**src/rtl/ahb_mgr_if.sv**
```systemverilog
// -----------------------------------------------------------------------------
// ahb_mgr_if
//
// Purpose:
//   AHB-Lite manager bridge. It takes single 32-bit word requests from a
//   cpuif-style client port (req / ack / stall) and issues one AHB-Lite
//   SINGLE transfer per request. At most one transfer is outstanding. It is
//   the initiator-side counterpart of the subordinate CSR bridge, so internal
//   agents (queue movers, test harness) can reach AHB-mapped registers.
//
// Ports:
//   hclk_i / hreset_i      clock, synchronous active-high reset
//   m_cpuif_req*           client request: direction, byte address, data, bit
//                          enables; the request is held until accepted
//   m_cpuif_req_stall_*    high while a transfer is in flight (not IDLE)
//   m_cpuif_rd_*/wr_*      one-cycle completion pulse, error flag, read data
//   haddr_o .. hwrite_o    AHB-Lite manager outputs; hburst/hprot/hsize fixed
//   hrdata_i/hready_i/hresp_i  AHB-Lite subordinate responses
//
// Timing (zero wait states): accept at N, address phase N+1, data phase N+2,
// completion pulse at N+3. The completion is held in registers rather than in
// a separate FSM state, so the FSM is already back in IDLE during the pulse
// cycle and a held request is accepted in that same cycle. A misaligned
// request never reaches the bus; its error pulse appears at N+1.
//
// An AHB_BURST_WIDTH of 0 cannot be expressed as a zero-width port, so it
// yields a single tied-off hburst_o bit that integrators leave unconnected.
// -----------------------------------------------------------------------------
module ahb_mgr_if #(
  parameter int                        AHB_DATA_WIDTH   = 64,
  parameter int                        AHB_ADDR_WIDTH   = 32,
  parameter int                        AHB_BURST_WIDTH  = 3,
  parameter int                        CPUIF_ADDR_WIDTH = 12,
  parameter logic [AHB_ADDR_WIDTH-1:0] BASE_ADDR        = '0,
  localparam int BURST_W = (AHB_BURST_WIDTH > 0) ? AHB_BURST_WIDTH : 1
) (
  input  logic                          hclk_i,
  input  logic                          hreset_i,

  // Client (cpuif) port
  input  logic                          m_cpuif_req,
  input  logic                          m_cpuif_req_is_wr,
  input  logic [CPUIF_ADDR_WIDTH-1:0]   m_cpuif_addr,
  input  logic [31:0]                   m_cpuif_wr_data,
  input  logic [31:0]                   m_cpuif_wr_biten,
  output logic                          m_cpuif_req_stall_wr,
  output logic                          m_cpuif_req_stall_rd,
  output logic                          m_cpuif_rd_ack,
  output logic                          m_cpuif_rd_err,
  output logic [31:0]                   m_cpuif_rd_data,
  output logic                          m_cpuif_wr_ack,
  output logic                          m_cpuif_wr_err,

  // AHB-Lite manager port
  output logic [AHB_ADDR_WIDTH-1:0]     haddr_o,
  output logic [BURST_W-1:0]            hburst_o,
  output logic [3:0]                    hprot_o,
  output logic [2:0]                    hsize_o,
  output logic [1:0]                    htrans_o,
  output logic [AHB_DATA_WIDTH-1:0]     hwdata_o,
  output logic [AHB_DATA_WIDTH/8-1:0]   hwstrb_o,
  output logic                          hwrite_o,
  input  logic [AHB_DATA_WIDTH-1:0]     hrdata_i,
  input  logic                          hready_i,
  input  logic                          hresp_i
);

  // ---------------------------------------------------------------------------
  // Parameter legality (elaboration-time only)
  // ---------------------------------------------------------------------------
  if (!(AHB_DATA_WIDTH == 32 || AHB_DATA_WIDTH == 64 ||
        AHB_DATA_WIDTH == 128 || AHB_DATA_WIDTH == 256)) begin : g_bad_data_width
    $error("ahb_mgr_if: AHB_DATA_WIDTH must be 32, 64, 128 or 256");
  end
  if (AHB_ADDR_WIDTH < 10 || AHB_ADDR_WIDTH > 64) begin : g_bad_addr_width
    $error("ahb_mgr_if: AHB_ADDR_WIDTH must be in 10..64");
  end
  if (AHB_BURST_WIDTH < 0 || AHB_BURST_WIDTH > 3) begin : g_bad_burst_width
    $error("ahb_mgr_if: AHB_BURST_WIDTH must be in 0..3");
  end
  if (CPUIF_ADDR_WIDTH < 2 || CPUIF_ADDR_WIDTH > AHB_ADDR_WIDTH) begin : g_bad_cpuif_width
    $error("ahb_mgr_if: CPUIF_ADDR_WIDTH must be in 2..AHB_ADDR_WIDTH");
  end

  // Number of 32-bit lanes on the AHB data bus and the haddr bits that pick
  // one. For a 32-bit bus there is a single lane and the select is constant.
  localparam int LANES     = AHB_DATA_WIDTH / 32;
  localparam int LANE_BITS = (LANES > 1) ? $clog2(LANES) : 1;

  localparam logic [1:0] HTRANS_IDLE   = 2'b00;
  localparam logic [1:0] HTRANS_NONSEQ = 2'b10;

  // FSM encoding. Completion (RESP) and the misaligned error (ERR) are the
  // registered ack pulses below, not extra states.
  localparam logic [1:0] ST_IDLE = 2'd0;
  localparam logic [1:0] ST_ADDR = 2'd1;
  localparam logic [1:0] ST_DATA = 2'd2;

  // ---------------------------------------------------------------------------
  // State
  // ---------------------------------------------------------------------------
  logic [1:0]                state_q,   state_d;
  logic                      is_wr_q,   is_wr_d;
  logic [31:0]               wr_data_q, wr_data_d;
  logic [3:0]                byte_en_q, byte_en_d;  // biten folded to bytes
  logic [AHB_ADDR_WIDTH-1:0] haddr_q,   haddr_d;
  logic                      err_lat_q, err_lat_d;  // hresp seen during waits
  logic                      rd_ack_q,  rd_ack_d;
  logic                      wr_ack_q,  wr_ack_d;
  logic                      ack_err_q, ack_err_d;
  logic [31:0]               rd_data_q, rd_data_d;

  logic [3:0]                req_byte_en;
  logic [LANES-1:0]          lane_sel;
  logic [31:0]               lane_rdata;
  logic                      wr_data_phase;

  // A byte strobe is set if any enable bit inside that byte is set.
  always_comb begin
    for (int b = 0; b < 4; b++) begin
      req_byte_en[b] = |m_cpuif_wr_biten[8*b +: 8];
    end
  end

  // One-hot lane select from the word-within-beat address bits.
  always_comb begin
    for (int l = 0; l < LANES; l++) begin
      lane_sel[l] = (LANES == 1) ? 1'b1
                  : (haddr_q[2 +: LANE_BITS] == LANE_BITS'(l));
    end
  end

  always_comb begin
    lane_rdata = '0;
    for (int l = 0; l < LANES; l++) begin
      if (lane_sel[l]) begin
        lane_rdata = lane_rdata | hrdata_i[l*32 +: 32];
      end
    end
  end

  // ---------------------------------------------------------------------------
  // Next-state logic
  // ---------------------------------------------------------------------------
  always_comb begin
    // NOTE: every variable assigned below gets a default first, so no path
    // leaves one unassigned and no latch is inferred.
    state_d   = state_q;
    is_wr_d   = is_wr_q;
    wr_data_d = wr_data_q;
    byte_en_d = byte_en_q;
    haddr_d   = haddr_q;
    err_lat_d = err_lat_q;
    rd_ack_d  = 1'b0;
    wr_ack_d  = 1'b0;
    ack_err_d = 1'b0;
    rd_data_d = '0;

    case (state_q)
      ST_IDLE: begin
        if (m_cpuif_req) begin
          is_wr_d   = m_cpuif_req_is_wr;
          wr_data_d = m_cpuif_wr_data;
          byte_en_d = req_byte_en;
          err_lat_d = 1'b0;
          if (m_cpuif_addr[1:0] != 2'b00) begin
            // Misaligned: answer with an error at once, never touch the bus.
            rd_ack_d  = ~m_cpuif_req_is_wr;
            wr_ack_d  = m_cpuif_req_is_wr;
            ack_err_d = 1'b1;
          end else begin
            // Sum wraps naturally at AHB_ADDR_WIDTH bits.
            haddr_d = BASE_ADDR + AHB_ADDR_WIDTH'(m_cpuif_addr);
            state_d = ST_ADDR;
          end
        end
      end

      ST_ADDR: begin
        if (hready_i) begin
          state_d = ST_DATA;
        end
      end

      ST_DATA: begin
        if (hready_i) begin
          // Completion: the first error cycle (hready low) was latched, the
          // second one arrives here with hready high.
          state_d   = ST_IDLE;
          rd_ack_d  = ~is_wr_q;
          wr_ack_d  = is_wr_q;
          ack_err_d = hresp_i | err_lat_q;
          if (!is_wr_q) begin
            rd_data_d = lane_rdata;
          end
        end else if (hresp_i) begin
          err_lat_d = 1'b1;
        end
      end

      default: begin
        state_d = ST_IDLE;
      end
    endcase
  end

  // ---------------------------------------------------------------------------
  // Registers (synchronous reset; abandons any transfer in flight)
  // ---------------------------------------------------------------------------
  always_ff @(posedge hclk_i) begin
    // NOTE: non-blocking assignments here, so every flop samples the values
    // from before this edge regardless of statement order.
    if (hreset_i) begin
      state_q   <= ST_IDLE;
      is_wr_q   <= 1'b0;
      wr_data_q <= '0;
      byte_en_q <= '0;
      haddr_q   <= '0;
      err_lat_q <= 1'b0;
      rd_ack_q  <= 1'b0;
      wr_ack_q  <= 1'b0;
      ack_err_q <= 1'b0;
      rd_data_q <= '0;
    end else begin
      state_q   <= state_d;
      is_wr_q   <= is_wr_d;
      wr_data_q <= wr_data_d;
      byte_en_q <= byte_en_d;
      haddr_q   <= haddr_d;
      err_lat_q <= err_lat_d;
      rd_ack_q  <= rd_ack_d;
      wr_ack_q  <= wr_ack_d;
      ack_err_q <= ack_err_d;
      rd_data_q <= rd_data_d;
    end
  end

  // ---------------------------------------------------------------------------
  // Outputs
  // ---------------------------------------------------------------------------
  assign wr_data_phase = (state_q == ST_DATA) && is_wr_q;

  // Write data replicated on every lane; only the addressed lane is strobed.
  assign hwdata_o = wr_data_phase ? {LANES{wr_data_q}} : '0;

  always_comb begin
    hwstrb_o = '0;
    if (wr_data_phase) begin
      for (int l = 0; l < LANES; l++) begin
        if (lane_sel[l]) begin
          hwstrb_o[l*4 +: 4] = byte_en_q;
        end
      end
    end
  end

  assign htrans_o = (state_q == ST_ADDR) ? HTRANS_NONSEQ : HTRANS_IDLE;
  assign haddr_o  = haddr_q;
  assign hwrite_o = is_wr_q;
  assign hburst_o = '0;       // SINGLE
  assign hprot_o  = 4'b0011;  // data access, privileged
  assign hsize_o  = 3'b010;   // 32-bit word

  assign m_cpuif_req_stall_wr = (state_q != ST_IDLE);
  assign m_cpuif_req_stall_rd = (state_q != ST_IDLE);

  assign m_cpuif_rd_ack  = rd_ack_q;
  assign m_cpuif_rd_err  = rd_ack_q & ack_err_q;
  assign m_cpuif_rd_data = rd_data_q;  // zero except in the rd_ack cycle
  assign m_cpuif_wr_ack  = wr_ack_q;
  assign m_cpuif_wr_err  = wr_ack_q & ack_err_q;

endmodule

```
**config.mk**
```make
export PLATFORM = sky130hd
export DESIGN_NAME = ahb_mgr_if
export DESIGN_NICKNAME = d
export VERILOG_FILES = /design/src/rtl/ahb_mgr_if.sv
export SDC_FILE = /design/constraint.sdc
export NUM_CORES = 1
export LEC_CHECK = 0
export CELL_PAD_IN_SITES_DETAIL_PLACEMENT = 0
export CELL_PAD_IN_SITES_GLOBAL_PLACEMENT = 1
export CORE_ASPECT_RATIO = 0.75
export CORE_MARGIN = 2
export CORE_UTILIZATION = 24
export CTS_BUF_LIST = sky130_fd_sc_hd__clkbuf_8
export CTS_CLUSTER_SIZE = 40
export DETAILED_ROUTE_END_ITERATION = 8
export PLACE_DENSITY = 0.85
export SETUP_SLACK_MARGIN = 0.05
export SYNTH_ARGS = -nofsm -noshare
export SYNTH_HDL_FRONTEND = slang
export SYNTH_SLANG_ARGS = --single-unit
```
**constraint.sdc**
```tcl
create_clock -name hclk_i -period 2.45 [get_ports hclk_i]
set_clock_uncertainty 0.15 [all_clocks]
set_input_delay 0.49 -clock hclk_i [delete_from_list [all_inputs] [get_ports hclk_i]]
set_output_delay 0.49 -clock hclk_i [all_outputs]
set_load 0.005 [all_outputs]
```
==> out/results.ini <==
[yosys]
yosys.cell_types.count=30
synth_area_leaders=dfxtp_1, buf_4, mux2i_1
synth_area_per_cell_sq_um=8.69
synth_edf_count=0
yosysWarnings=0
seq_area_frac_synth_pct=43.5
synth_area_sq_um=4010
netlist.area_leader.share_pct=43.5
synth-async-reset-ratio_pct=0
synth_area_leader_cell=dfxtp_1
synth_seq_cells=87
synth_ff_type=dfxtp_1
postSynthCellCount=461

[final_layout]
final_nets=832
syn2layout_area_growth_pct=68.7
design_area_sq_um=6760
stdcell_count=901
antennaDiodeCount=0
final_common_cell=clkdlybuf4s50_1
final_cell_mix=clkdlybuf4s50_1, dfxtp_1, nand2_1
drive_gt1_share_pct=5.35

[clock_network]
cts_buffers=9
clk_latency_ns=0.36
cts_buffer_depth=2
postCtsSetupRepairBufs=0
cts.sinks=87
clkTransAtPathRegs_ns=0.09
h-tree-depth=3
cts_tree=yes
cts_root_buffer=clkbuf_8
postCtsHoldBufs=0

[setup_path]
ff2ff_setup_slack_ns=0.75
crit_buf_inv=2
arrival_ns=1.84
crit_slowest_cell=clkdlybuf4s50_1
slowest_delay_ns=0.51
cp_top_family=buffers and inverters
criticalPathCategory=register to output port
crit_chain=and3b_2, buf_12, and2_1, clkdlybuf4s50_1
worstPathMaxFanout=41
start_kind=register
critPathCaptureType=output port
worstPathRequired_ns=1.81

[global_route]
grt-ovfl-total=0
grt_pass1_vias=3393
antenna_found_initial=0
grt_pass1_wl_microns=18300
grt_start_max_net_pins=66
grt_use_total_pct=13.4

[power_and_ir_drop]
seq_power_share_pct=51.5
share_comb_of_total_power_pct=16.1
vdd_drop_max_v=0.000226
clockPowerShare_pct=32.4
p_per_area_nw_per_um2=427
switchingPower_uw=754
p_int_mw=2.13
swShare_pct=26.1
leakagePower_nw=2.65

[route]
viasPerCell=4.05
routed_wl_microns=12300
remaining_drc_errors=0
ant_nets=0
first_iter_violations=81
vias=3645
routedWlPerCell_microns=13.7
firstDrtPassIters=4

[status]
violations=setup timing
status=finished, violations left

[die]
initial_utilization_pct=24.8
die_w_microns=153
fp.coreArea_sq_um=16200
num_rows=40
ios=301
die_area_sq_um=17800
die-height_microns=116

[sta]
setup_viol=14
tns_ns=-0.213
drv_slew=0
tightest_slew_ns=0.524
final-hold-violation-count=0
rsz0062_at_grt=yes
relSlewSlack_pct=65.1
fin_ws_ns=-0.0277
max_freq_mhz=404
whs_ns=0.303
fin_crit_ns=2.48
fin_crit_sh_pct=101

[run]
drv_cap=0

[placement]
dp_cells=885
hpwl_microns=9390
dpl-instance-area_sq_um=6580
gp_congestion=0.742
port_buffers=269
post-place-ws_ns=0.254

[hold_path]
hold_path.class=register to register

worst register-to-register path, stage by stage, from the launching register on:
cell and delay [ns]:
dfxtp_1 0.32, buf_4 0.17, or3b_1 0.43, nor3_4 0.19, buf_12 0.18, mux2i_1 0.19
power groups by stage:
stage          registers, mW  clock network, mW  logic (mW)
2_1_floorplan           1.51                  0       0.201
3_3_place_gp            1.52                  0       0.465
3_5_place_dp            1.52                  0       0.470
4_1_cts                 1.49               1.00       0.472
5_1_grt                 1.50               1.06       0.506
6_report                1.49              0.936       0.464
what timing repair did:
| action | in CTS | in global routing |
|---|---|---|
| resized for setup | 20 | 5 |
| endpoints found under the setup margin | 73 | 58 |
| gates cloned | 0 | 0 |
| pin swaps | 2 | 0 |
final timing paths:
kind,start,endpoint,depth (start not counted)
worst min-delay path,wr_data_q[24]$_SDFFE_PP0P_,wr_data_q[24]$_SDFFE_PP0P_,2
worst max register to register,state_q[0]$_SDFFE_PP0P_,haddr_o[4]$_SDFFE_PP0P_,5
worst max-delay path,state_q[0]$_SDFFE_PP0P_,hwdata_o[36],4
worst min register to register,wr_data_q[24]$_SDFFE_PP0P_,wr_data_q[24]$_SDFFE_PP0P_,2
cell families (layout without fill, tap and decap cells):
kind of cell           count (synthesis)  count (layout)  synth area share [%]
AND/OR/NAND/NOR                      189             189                  23.7
AO/OA/AOI/OAI                         47              47                  6.71
other                                  2              31                 0.187
flip-flops                            87              87                  43.5
buffers and inverters                 94             295                  15.4
multiplexers                          42              42                  10.5
metal layers:
metal	wire length (microns)	global-route usage, %	vias to the layer above
met5	0	0	-
met2	5860	22.8	171
li1	-	-	1861
met1	4990	14.8	1604
met3	1360	7.33	9
met4	121	2.96	0
layout make-up:
class	count	area (sq um)
Sequential cell	87	1740
Timing Repair Buffer	279	2800
Clock inverter	7	50.0
Multi-Input combinational cell	309	1770
Clock buffer	9	124
Fill cell	1641	9410
Tap cell	210	263
sequential cells by signal, summed over array words and instances (netlist names):
| signal | flops |
|---|---|
| m_cpuif_rd_ack | 1 |
| err_lat_q | 1 |
| ack_err_q | 1 |
| haddr_o | 12 |
| m_cpuif_rd_data | 32 |
| hwrite_o | 1 |
| byte_en_q | 4 |
| m_cpuif_wr_ack | 1 |
| wr_data_q | 32 |
| state_q | 2 |
synth_stat cells (2+ instances only):
master     n
nor2b_1    2
nor4_1     8
and3_1     4
mux2i_1   42
a21oi_1   36
nand2b_1  21
dfxtp_1   87
and2_1    34
a211oi_1   2
buf_1      2
buf_2      2
a311oi_1   4
clkbuf_1  23
o211ai_1   2
and3b_1    5
nor3_1     2
conb_1     2
nor2_1    38
buf_4     64
nand2_1   67
nor3b_1    3
buf_6      3
stage by stage:
step	power [mW]	util, %
CTS	2.96	41.7
global route	3.06	41.8
finish	2.89	41.8
floorplan	1.71	-
detailed placement	1.99	40.7
global placement	1.98	40.7
No activity file was read; power rests on OpenSTA's default activity.
